--- src/rtl/arb8_decode_ctrl.sv ---
// Round-robin owner select for a decoder-shared resource; grant held until done, request drop or hold limit.
// Latency: one edge from request to registered sel/en. No backpressure: a grant is revoked after MAX_HOLD cycles.
module arb8_decode_ctrl #(
    parameter int MAX_HOLD = 16,
    parameter int CNT_W    = 4
) (
    input  logic       clk,
    input  logic       reset,
    input  logic [7:0] req,
    input  logic       done,
    output logic [2:0] sel,
    output logic       en,
    output logic [7:0] grant,
    output logic       busy,
    output logic       timeout
);

    typedef enum logic {
        IDLE  = 1'b0,
        GRANT = 1'b1
    } state_t;

    state_t           state_q, state_d;
    logic [2:0]       ptr_q, ptr_d;
    logic [2:0]       sel_q, sel_d;
    logic [CNT_W-1:0] hcnt_q, hcnt_d;
    logic             timeout_q, timeout_d;

    logic             win_vld;
    logic [2:0]       win_idx;
    logic             hold_last;

    // Scan from the far end toward ptr so the lowest offset from ptr is the last one written.
    always_comb begin
        win_vld = 1'b0;
        win_idx = 3'd0;
        for (int i = 7; i >= 0; i--) begin
            if (req[ptr_q + 3'(i)]) begin
                win_vld = 1'b1;
                win_idx = ptr_q + 3'(i);
            end
        end
    end

    assign hold_last = (hcnt_q == CNT_W'(MAX_HOLD - 1));

    always_comb begin
        state_d   = state_q;
        ptr_d     = ptr_q;
        sel_d     = sel_q;
        hcnt_d    = hcnt_q;
        timeout_d = 1'b0;
        case (state_q)
            IDLE: begin
                if (win_vld) begin
                    state_d = GRANT;
                    sel_d   = win_idx;
                    hcnt_d  = '0;
                end
            end
            GRANT: begin
                // done outranks the hold limit, so a coincident done never flags a timeout.
                if (done || !req[sel_q] || hold_last) begin
                    state_d   = IDLE;
                    ptr_d     = sel_q + 3'd1;
                    hcnt_d    = '0;
                    timeout_d = !done && req[sel_q];
                end else begin
                    hcnt_d = hcnt_q + CNT_W'(1);
                end
            end
            default: begin
                state_d = IDLE;
            end
        endcase
    end

    always_ff @(posedge clk or posedge reset) begin
        if (reset) begin
            state_q   <= IDLE;
            ptr_q     <= 3'd0;
            sel_q     <= 3'd0;
            hcnt_q    <= '0;
            timeout_q <= 1'b0;
        end else begin
            state_q   <= state_d;
            ptr_q     <= ptr_d;
            sel_q     <= sel_d;
            hcnt_q    <= hcnt_d;
            timeout_q <= timeout_d;
        end
    end

    assign sel     = sel_q;
    assign en      = (state_q == GRANT);
    assign busy    = en;
    assign grant   = en ? (8'd1 << sel_q) : 8'd0;
    assign timeout = timeout_q;

endmodule

--- config.mk ---
export PLATFORM = sky130hd
export DESIGN_NAME = arb8_decode_ctrl
export DESIGN_NICKNAME = d
export VERILOG_FILES = /design/src/rtl/arb8_decode_ctrl.sv
export SDC_FILE = /design/constraint.sdc
export NUM_CORES = 1
export LEC_CHECK = 0
export ABC_CLOCK_PERIOD_IN_PS = 9950
export BUFFER_PORTS_ARGS = -buffer_cell sky130_fd_sc_hd__buf_2
export CELL_PAD_IN_SITES_DETAIL_PLACEMENT = 1
export CELL_PAD_IN_SITES_GLOBAL_PLACEMENT = 1
export CORE_UTILIZATION = 35
export CTS_CLUSTER_SIZE = 14
export DETAILED_ROUTE_END_ITERATION = 16
export PLACE_DENSITY_LB_ADDON = 0.1
export RECOVER_POWER = 50
export SETUP_SLACK_MARGIN = 0.02
export SKIP_CTS_REPAIR_TIMING = 1
export SLEW_MARGIN = 15
export SYNTH_ARGS = -nofsm -noshare
export SYNTH_HDL_FRONTEND = slang
export SYNTH_SLANG_ARGS = --single-unit
--- constraint.sdc ---
create_clock -name clk -period 9.95 [get_ports clk]
set_input_delay 1.99 -clock clk [delete_from_list [all_inputs] [get_ports clk]]
set_output_delay 1.99 -clock clk [all_outputs]
set_load 0.01 [all_outputs]
# After elaboration in Yosys (flattened, before gate mapping)
# Index checks and enable logic that the tools add are counted.
# word_totals
register_bits,12
latchBits,0
mem_bits_rw,0
rom_bits,0
inputBits,11
output_inout_bits,14
elab_cells,77
mem_count,0
# classes
add_sub_neg,9
mul,0
n_div,0
n_lt_le_gt_ge,9
n_eq_ne,2
shifts,1
muxes,43
bitwise,1
n_reduce_logical,7
# ops
op,n
$lt A3 B4 Y1 const B,9
$bmux W1 S3,9
$mux W3,8
$mux W1,21
$add A3 B3 Y3 const B,4
$mux W4,2
$mux W8,1
$pmux W4 S2,1
$shl A1 B3 Y8 const A,1
$add A3 B1 Y3 const B,2
$add A3 B2 Y3 const B,2
$add A4 B1 Y4 const B,1
$eq A4 B4 Y1 const B,1
$reduce_and A2 Y1,2
$logic_not A1 Y1,2
$logic_or A1 B1 Y1,2
$ne A2 B2 Y1 const B,1
$pmux W1 S2,1
$logic_and A1 B1 Y1,1
$not A1 Y1,1

# Depth between registers and ports, before layout
# depth
depth_word,13
mapped_depth,13
ltp_nobuf,9

# Worst setup path before layout
# OpenSTA, ideal clock, no wires.
# synth_path
path_kind,input port to flip-flop
start,input port req[7]
end,"register sel_q[0], in the netlist sel[0]"
setup_time_ns,0.082
arrival_time_ns,4.018
required_ns,9.868
setup_slack_ns,5.850
path_stages,7
n_path_buf,0
path_cell_list,mux4_2 > mux2_2 > or4_1 > o211ai_1 > a21oi_1 > or4_1 > a31oi_1
# synth_between
elab_chain_len,11
elab_cells_between_ends,33
classes_between,mux (32); reduce/logical (1)
# synth_lines
element,line_no,text
from (decl),9,"input logic [7:0] req,"
$bmux W1 S3,38,if (req[ptr_q + 3'(i)]) begin
$mux W1 (implied by the code),38,
$mux W1 (8 in a row),38,
$reduce_and A2 Y1 (no source line),n/a,
to (signal assigned),88,sel_q <= sel_d;
to (decl),25,"logic [2:0] sel_q, sel_d;"
# Several ways; a longest one is shown, not always the timed one. The select of a mux whose other input is x is not followed.
# A chain may end at the register's enable or synchronous reset.

# Worst setup path in the final report
# layout_path
start,input port req[0]
end,"register sel_q[0], in the netlist sel[0]"
# Same word-level chain as after synthesis.

==> run summary <==
Layout Skew: 0.00441 ns
Post-synth EDFFs: 0
row count: 24
flop2flop setup slack: 6.51 ns
Setup crit start kind: input pin
initial drt markers: 68
Remaining DRCs: 0
WP data arrival: 4.33 ns
Initial Util: 0.374
worst-path fanout max: 12
Crit Path Class: in -> reg
Fill cells: 535
Final #Nets: 223
HPWL Detailed: 3660 um
final period utilization: 0.419
core region area: 4470 sq um
hold path start: hcnt_q[1]
min Tclk post-route: 4.17 ns
gp weighted congestion: 0.921
TritonCTS buffer count: 3
worst hold margin: 0.540 ns
post-synth net total: 207
worst setup margin: 5.78 ns
M1 wire length: 2130 um
register area share after synthesis: 0.179
Worst-path clk slew: 0.06 ns
Power Total: 691 uW
Worst EP required: 10.11 ns
Primary FF master, synth: dfrtp_1
mean number of vias per cell: 6.15
P per Cell Area: 372 nW/um^2
CTS Buffer Depth: 2
DIE AREA: 5060 sq um
drt wl/cell: 18.8 um
Chip Height: 71.2 um
Overflow after GRT: 0
setup_tns: 0 ns
Fmax: 0.240 GHz
Fin. Hold Viols: 0
fin. max-slew vios: 0
H-tree levels: 1
Leakage: 0.000804 uW
WL met3: 220 um
layout cells sized above 1: 0.228
number of global-route vias before repair: 1535
Area Overhead vs Synth: 11.1%
status: complete, no violations
Die Wd: 71.2 um
post-route ant nets: 0
highest routed layer: met4
CP Capture Type: register
Max Cap Viol: 0
first-pass GRT wire length: 7940 um
Ant. Diodes: 0
TritonCTS clock tree: yes
Mapped Cells: 187
most frequent cells in the layout: buf_2, mux4_2, nand2_1, mux2i_1, nor2_1
# setup viols final: 0
reg2reg start: ptr_q[0]
Worst IR Drop VDD: 133 uV
met2 WL: 2360 um
Unique masters post-synth: 39
worst skew pair latency: 0.24 ns
most common cell after layout, fill and taps aside: buf_2
Min-Delay Path Depth: 1
final wirelength: 4770 um
Root Buffer: clkbuf_8
Slew HR: 0.558
Min-Delay Path Class: reg -> reg
RSZ-0062 raised after global routing: false
TritonRoute pass-1 iters: 6
final core utilization: 0.416
Yosys reg bits: 12
largest net degree at the start of global routing: 25
Syn Std Cell Area: 1670 sq um
dpl ws: 5.55 ns
gr usage total: 0.201
Critical R2R Capture: sel[1]
CTS sink count: 12
input/output buffers: 24
yosys warns: 0
I/O pin total: 25
R2R depth: 8
FFs w/ async S/R, synth: 1.00
syn_area_per_cell: 8.95 sq um
actual slew at the worst max-slew pin: 0.657 ns
initial antenna violation count: 0
Min-Delay Endpoint: hcnt_q[1]
vias post-DR: 1562
-- where the power goes --
group          leakage (uW)  switching, uW  internal (uW)
Combinational      0.000622            293            243
Clock             0.0000288           17.9           34.9
Sequential         0.000153           36.7           65.5
-- per-stage QoR --
stage	instances	cell area, sq um
final	254	1860
after CTS	254	1870
after global placement	250	1810
after global routing	254	1860
after floorplan	187	1670
after detailed placement	250	1810
-- worst max-delay path: stages --
cell and delay, ns:
clkbuf_1 0.22, mux4_2 0.53, mux2_2 0.30, or4_1 0.53, o211ai_1 0.11, a21oi_1 0.09
or4_1 0.39, a31oi_1 0.17
-- kinds of logic (layout without fill, tap and decap cells) --
logic type,Yosys count,after routing,share of synthesized area
AND/OR/NAND/NOR,62,62,0.186
AO/OA/AOI/OAI,39,39,0.154
multiplexers,37,37,0.339
buffers and inverters,25,40,0.0590
flip-flops,12,12,0.179
adder cells (fa/ha/maj),9,9,0.0673
XOR/XNOR,3,3,0.0157
-- cell usage after synthesis, types with 2 or more instances --
| master | count | area [sq um] |
|---|---|---|
| mux2_2 | 7 | 78.8 |
| ha_1 | 9 | 113 |
| xnor2_1 | 2 | 17.5 |
| o21ai_0 | 6 | 30.0 |
| and3_1 | 4 | 25.0 |
| dfrtp_1 | 12 | 300 |
| buf_1 | 2 | 7.51 |
| clkbuf_1 | 11 | 41.3 |
| nor2b_1 | 4 | 25.0 |
| inv_1 | 10 | 37.5 |
| a21oi_1 | 10 | 50.1 |
| nand3_1 | 5 | 25.0 |
| a221oi_1 | 3 | 26.3 |
| nand2_1 | 15 | 56.3 |
| nor3_1 | 3 | 15.0 |
| nor2_1 | 13 | 48.8 |
| nand2b_1 | 5 | 31.3 |
| a2111oi_0 | 3 | 26.3 |
| a31oi_1 | 2 | 12.5 |
| mux4_2 | 15 | 338 |
| or4_1 | 3 | 22.5 |
| o32ai_1 | 2 | 17.5 |
| o21ai_1 | 4 | 20.0 |
| mux2i_1 | 15 | 150 |
| o22ai_1 | 2 | 12.5 |
| nor4_1 | 2 | 12.5 |
| and2_1 | 6 | 37.5 |
-- worst max-delay path by stage --
| stage | cells after the start | to | from |
|---|---|---|---|
| after floorplan | 7 | sel[0] | req[7] |
| after detailed placement | 8 | sel[0] | req[7] |
| final | 8 | sel[0] | req[0] |
| after CTS | 8 | sel[0] | req[7] |
| after global placement | 8 | sel[0] | req[7] |
| after global routing | 8 | sel[0] | req[0] |
-- flip-flops by register name, indices dropped and copies added, names as in the netlist --
| name | cells |
|---|---|
| timeout | 1 |
| busy | 1 |
| ptr_q | 3 |
| sel | 3 |
| hcnt_q | 4 |
-- routing by layer --
layer | up-vias | global-route usage
li1 | 737 | -
met1 | 767 | 0.270
met2 | 54 | 0.331
met3 | 4 | 0.0242
met5 | - | 0
met4 | 0 | 0.0733
-- layout make-up --
cell class              count  area, sq um  area share
multi-input cells         150         1270       0.686
well taps                  52         65.1      0.0350
inverters                  10         37.5      0.0202
repair buffers             26          126      0.0680
clock buffers               4         55.1      0.0296
flip-flops and latches     12          300       0.162
No activity file was read; power rests on OpenSTA's default activity.
